## src/rtl/bit_stream_serializer.sv

```systemverilog
// rtl/bit_stream_serializer.sv - parallel word to serial bit stream with one-word holding register
// Optional SER_LSB_FIRST_EN: send bit 0 first instead of bit WIDTH-1.
module bit_stream_serializer #(
    parameter int WIDTH = 8
) (
    input  logic                       Clk,
    input  logic                       Rst,
    input  logic [WIDTH-1:0]           Din,
    input  logic                       Din_Valid,
    output logic                       Din_Ready,
    input  logic                       Sout_En,
    output logic                       Sout,
    output logic                       Sout_Valid,
    output logic [$clog2(WIDTH)-1:0]   Bit_Cnt
);
    localparam int CW = $clog2(WIDTH);
    localparam logic [CW-1:0] LAST = CW'(WIDTH - 1);

    localparam logic [0:0] IDLE  = 1'b0;
    localparam logic [0:0] SHIFT = 1'b1;

    logic [0:0]       state;
    logic [WIDTH-1:0] shifter;
    logic [WIDTH-1:0] hold;
    logic             hold_full;
    logic [CW-1:0]    bit_cnt;
    logic [WIDTH-1:0] shift_next;
    logic             xfer;
    logic             last_adv;

    assign Din_Ready = ~hold_full;
    assign xfer      = Din_Valid & ~hold_full;
    assign last_adv  = (state == SHIFT) & Sout_En & (bit_cnt == LAST);

    // Zero fill means the shifter is all-zero once a word has fully drained,
    // so the output bit is 0 in IDLE without extra gating.
`ifdef SER_LSB_FIRST_EN
    assign shift_next = {1'b0, shifter[WIDTH-1:1]};
    assign Sout       = shifter[0];
`else
    assign shift_next = {shifter[WIDTH-2:0], 1'b0};
    assign Sout       = shifter[WIDTH-1];
`endif

    assign Sout_Valid = (state == SHIFT);
    assign Bit_Cnt    = bit_cnt;

    always_ff @(posedge Clk) begin
        if (Rst) begin
            state     <= IDLE;
            shifter   <= '0;
            hold      <= '0;
            hold_full <= 1'b0;
            bit_cnt   <= '0;
        end else if (state == IDLE) begin
            if (xfer) begin
                shifter <= Din;
                bit_cnt <= '0;
                state   <= SHIFT;
            end
        end else begin
            if (Sout_En) begin
                if (bit_cnt == LAST) begin
                    bit_cnt <= '0;
                    if (hold_full) begin
                        shifter   <= hold;
                        hold_full <= 1'b0;
                    end else if (xfer) begin
                        shifter <= Din;
                    end else begin
                        shifter <= shift_next;
                        state   <= IDLE;
                    end
                end else begin
                    shifter <= shift_next;
                    bit_cnt <= bit_cnt + 1'b1;
                end
            end
            // A word arriving on the last advancing bit bypasses the holding register.
            if (xfer && !last_adv) begin
                hold      <= Din;
                hold_full <= 1'b1;
            end
        end
    end
endmodule

```

## config.mk

```make
export PLATFORM = sky130hd
export DESIGN_NAME = bit_stream_serializer
export DESIGN_NICKNAME = d
export VERILOG_FILES = /design/src/rtl/bit_stream_serializer.sv
export SDC_FILE = /design/constraint.sdc
export NUM_CORES = 1
export LEC_CHECK = 0
export BUFFER_PORTS_ARGS = -buffer_cell sky130_fd_sc_hd__buf_2
export CAP_MARGIN = 20
export CELL_PAD_IN_SITES_DETAIL_PLACEMENT = 0
export CELL_PAD_IN_SITES_GLOBAL_PLACEMENT = 1
export CORE_ASPECT_RATIO = 0.5
export CORE_UTILIZATION = 37
export CTS_CLUSTER_DIAMETER = 120
export DETAILED_ROUTE_END_ITERATION = 16
export HOLD_SLACK_MARGIN = 0.15
export PLACE_DENSITY_LB_ADDON = 0.1
export SYNTH_ARGS = -nofsm -noshare
export SYNTH_HDL_FRONTEND = slang
export SYNTH_SLANG_ARGS = --single-unit
```

## constraint.sdc

```tcl
create_clock -name Clk -period 2.3 [get_ports Clk]
set_clock_uncertainty 0.1 [all_clocks]
set_input_delay 0.115 -clock Clk [delete_from_list [all_inputs] [get_ports Clk]]
set_output_delay 0.115 -clock Clk [all_outputs]
set_load 0.02 [all_outputs]
```

======== Word level (Yosys, flattened, before mapping) ========
Index checks and enable logic that the tools add are counted.
word-level totals
  register bits ........................... 21
  output and inout bits ................... 6
  logic and storage cells ................. 38
operators by class
  add/subtract/negate cells ............... 1
  eq/ne operators ......................... 2
  mux-type cells .......................... 18
  bitwise logic cells ..................... 4
  reductions and logical operators ........ 8
operators with widths
  kind                   count
  $mux W8                6
  $mux W3                4
  $mux W1                8
  $reduce_bool A2 Y1     3
  $reduce_and A2 Y1      2
  $add A3 B1 Y3 const B  1
  $and A1 B1 Y1          3
  $eq A3 B3 Y1 const B   1
  $reduce_and A3 Y1      1
  $ne A2 B2 Y1 const B   1
  $logic_and A1 B1 Y1    1
  $logic_not A1 Y1       1
  $not A1 Y1             1

======== Logic depth before layout (Yosys ltp) ========
  word-level depth ........................ 7
  gate-level depth with buffers ........... 7
  mapped depth without buffers ............ 6

======== Worst setup path before layout ========
OpenSTA, ideal clock, no wires.
  path type ............................... flip-flop to flip-flop
  start point ............................. register bit_cnt[0], in the netlist Bit_Cnt[0]
  end point ............................... register shifter[5]
  data arrival time ....................... 1.573 ns
  data required time ...................... 2.127 ns
  path slack .............................. 0.553 ns
  cell stages (with the launch flop) ...... 7
  path buffers ............................ 1
  period minus slack after synthesis ...... 1.747 ns
  cells stage by stage .................... dfxtp_1 -> ha_1 -> ha_1 -> clkbuf_1 -> a31oi_1 -> a32o_1 -> a21oi_1
between the ends
  cells in the longest elaborated chain, start to end .. 4
RTL lines
  what                      RTL line  source
  start: declaration        26        logic [CW-1:0] bit_cnt;
  start signal: assignment  76        bit_cnt <= bit_cnt + 1'b1;
  $eq A3 B3 Y1              63        if (bit_cnt == LAST) begin
  $mux W8                   63
  $mux W8                   62        if (Sout_En) begin
  $mux W8                   55        end else if (state == IDLE) begin
  end signal: assignment    57        shifter <= Din;
  end signal: assignment    66        shifter <= hold;
  end signal: assignment    69        shifter <= Din;
  end: declaration          23        logic [WIDTH-1:0] shifter;
Every way passes these cells. The select of a mux whose other input is x is not followed.
A chain may end at the register's enable or synchronous reset.

======== Worst setup path in the final report ========
  start point ............................. register bit_cnt[0], in the netlist Bit_Cnt[0]
  end point ............................... register hold[1]
between the ends
  cells in the longest elaborated chain, start to end .. 5
RTL lines
  what                                RTL line  source
  $eq A3 B3 Y1                        33        assign last_adv = (state == SHIFT) & Sout_En & (bit_cnt == LAST);
  $and A1 B1 Y1                       33
  $logic_not A1 Y1                    80        if (xfer && !last_adv) begin
  $logic_and A1 B1 Y1                 80
  $reduce_and A2 Y1 (no source line)  -
  end signal: assignment              81        hold <= Din;
  end: declaration                    24        logic [WIDTH-1:0] hold;
Every way passes these cells.

==> flow_summary.toml <==
[synthesis]
synth_cells = 129
synth-seq-cells = 21
ys_seq_area_share_pct = 38.31
syn_area_mm2 = 0.001097
synth_area_per_cell_um2 = 8.506
syn-num-nets = 143
yosys_warnings = 0
synth_cell_types = 28

[min_path]
worstHoldPathCells = 2
min_path_type = "in -> reg"
hold_path_end = "hold[2]"
hp-start = "Rst"

[placement]
io_buffers = 17
place_hpwl_mm = 1.741
dp_slack_ns = 0.5123
routabilityCongestion = 0.7098

[drt]
post_drt_wl_per_cell_um = 13.12
viasPerCell = 5.176
vias = 973
wirelength_mm = 2.466
ant_nets = 0
post-route-drc-count = 0
drtIter0Drc = 24
first_pass_iters = 4

[sta]
finalSetupViolations = 0
final-hold-violation-count = 0
post-route-period-util_pct = 78.21
fin_ws_ns = 0.5011
fin_crit_ns = 1.799
clock.fmax_mhz = 555.9
rsz0062_at_grt = "no"
slew_headroom_pct = 67.06
tightest_slew_ns = 0.4940
drv_slew = 0
tns_ns = 0

[setup_path]
required_ns = 2.35
crit_path_frequent_cell = "ha_1"
worstPathBufferInverterCount = 0
cp.depth = 6
reg2reg_from = "Bit_Cnt[0]"
cp_cell_sequence = "ha_1 -> ha_1 -> nand2_1 -> and3_1 -> mux2i_1 -> nor2_1"
r2r_setup_slack_ns = 0.50
crit_type = "reg -> reg"
cp_slowest_cell = "and3_1"
ff2ff_path_depth = 6
end_kind = "flop"
cp_top_family = "simple AND/OR/NAND/NOR gates"
start_kind = "flop"
max_stage_delay_ns = 0.47
cp.arrival_ns = 1.85
critPathMaxFanout = 8
rr_endpoint = "hold[1]"

[job]
maxCapViolCount = 0

[pwr]
ir_drop_v = 0.0002274
p_leak_nw = 0.5092
power_mw = 0.8173
powerDensity_mw_per_mm2 = 616.2

[floorplanning]
die_y_um = 40.51
initial_core_util_pct = 40.64
coreArea_mm2 = 0.002700
fp.dieArea_mm2 = 0.003201
die_x_um = 79.02
pin_count = 18
row_count = 13

[status]
status = "complete, no violations"

[cells_and_area]
drive_gt1_share_pct = 21.85
fillerInstances = 298
num_antenna_cells = 0
syn2layout_area_growth_pct = 20.87
mostFrequentLayoutCells = "dfxtp_1 (21), nor2_1 (21), nand2_1 (17), buf_2 (17)"
fin_nets = 166

[clocking]
insertion_delay_ns = 0.26
cts_made_buffers = 3
clkTransAtPathRegs_ns = 0.08
cts.path.max_buffers = 2
cts_tree = "done"
cts_max_level = 1
cts_root_buffer = "clkbuf_8"
cts_resized = 0
cts_sinks = 21

[global_routing]
grt_usage_pct = 17.04
met2_usage_pct = 28.23
grt_max_degree = 22
grt_pass1_vias = 826
antenna_found_initial = 0
grt_pass1_wl_mm = 3.946
met3_usage_pct = 5.455
busiest_layer = "met2"
grt_use_met1_pct = 21.64
grt_overflow = 0
## synth_stat cells
cell | count | area share [%]
dfxtp_1 | 21 | 38
nor2_1 | 21 | 7.2
nand2_1 | 17 | 5.8
a32oi_1 | 9 | 7.2
mux2i_1 | 8 | 7.3
a211oi_2 | 7 | 8.0
o21ai_0 | 7 | 3.2
o21ai_1 | 7 | 3.2
buf_2 | 4 | 1.8
clkbuf_1 | 4 | 1.4
a21oi_1 | 3 | 1.4
a31oi_1 | 2 | 1.1
buf_6 | 2 | 2.1
ha_1 | 2 | 2.3
nor2b_1 | 2 | 1.1
a311oi_1 | 1 | 0.80
a32o_1 | 1 | 0.91
and2_1 | 1 | 0.57
and2_4 | 1 | 0.80
and3_1 | 1 | 0.57
buf_1 | 1 | 0.34
inv_1 | 1 | 0.34
nand2_4 | 1 | 1.0
nand3b_1 | 1 | 0.68
nor3_1 | 1 | 0.46
nor3b_1 | 1 | 0.68
o21a_1 | 1 | 0.68
or3b_1 | 1 | 0.80
## final cells by class
class	count	area, µm²	area share [%]
clock buffer	3	41.29	3.113
inverter	1	3.754	0.2830
clock inverter	1	5.005	0.3774
tap	37	46.29	3.491
sequential	21	420.4	31.70
multi-input combinational	96	611.8	46.13
timing repair buffer	29	197.7	14.91
## worst reg2reg max path, delay by kind of cell (launching register included)
kind | cells | cell delay [ns]
AND/OR/NAND/NOR | 3 | 0.59
adder cells (fa/ha/maj) | 2 | 0.39
multiplexers | 1 | 0.26
flip-flops | 1 | 0.34
## where the power goes
part / internal, mW / total, mW / switching, mW
registers: 0.388 / 0.408 / 0.0192
clock network: 0.121 / 0.249 / 0.128
logic: 0.0700 / 0.160 / 0.0904
total: 0.579 / 0.817 / 0.238
## how the worst max path moves through the flow
stage | startpoint | end | slack (ns)
2_1_floorplan | Bit_Cnt[0] | shifter[5] | 0.55
3_3_place_gp | Bit_Cnt[0] | hold[0] | 0.55
6_report | Bit_Cnt[0] | hold[1] | 0.50
5_1_grt | Bit_Cnt[0] | hold[0] | 0.33
4_1_cts | Bit_Cnt[0] | hold[4] | 0.49
3_5_place_dp | Bit_Cnt[0] | hold[1] | 0.51
## registers in the layout, indices dropped and copies added, names as in the netlist
register,count
shifter,8
Sout_Valid,1
hold,8
hold_full,1
Bit_Cnt,3
## what timing repair did
action / in CTS / in global routing
setup buffers: 0 / 0
hold buffers: 9 / 0
setup endpoints to repair: 0 / 0
hold endpoints to repair: 16 / 0
## stage by stage
stage / instances / cell area, µm² / util (%) / hold slack [ns]
finish: 188 / 1326 / 49.12 / 0.1761
global route: 188 / 1326 / 49.12 / 0.1894
CTS: 188 / 1326 / 49.12 / 0.1750
detailed placement: 175 / 1190 / 44.07 / 0.3023
global placement: 175 / 1190 / 44.07 / 0.2913
floorplan: 129 / 1097 / - / 0.09302
## kinds of logic (layout without fill, tap and decap cells)
family,Yosys count,after routing,synth area share (%)
AO/OA/AOI/OAI,38,38,26.45
adder cells (fa/ha/maj),2,2,2.280
buffers and inverters,12,34,5.928
flip-flops,21,21,38.31
multiplexers,8,8,7.298
AND/OR/NAND/NOR,48,48,19.73
## routing by layer
layer | share of wire, % | up-vias
li1 | - | 511
met1 | 55 | 445
met2 | 41 | 13
met3 | 3.5 | 4
met4 | 0.85 | 0
met5 | 0 | -
Note: power is estimated with default switching activity, not from simulation.
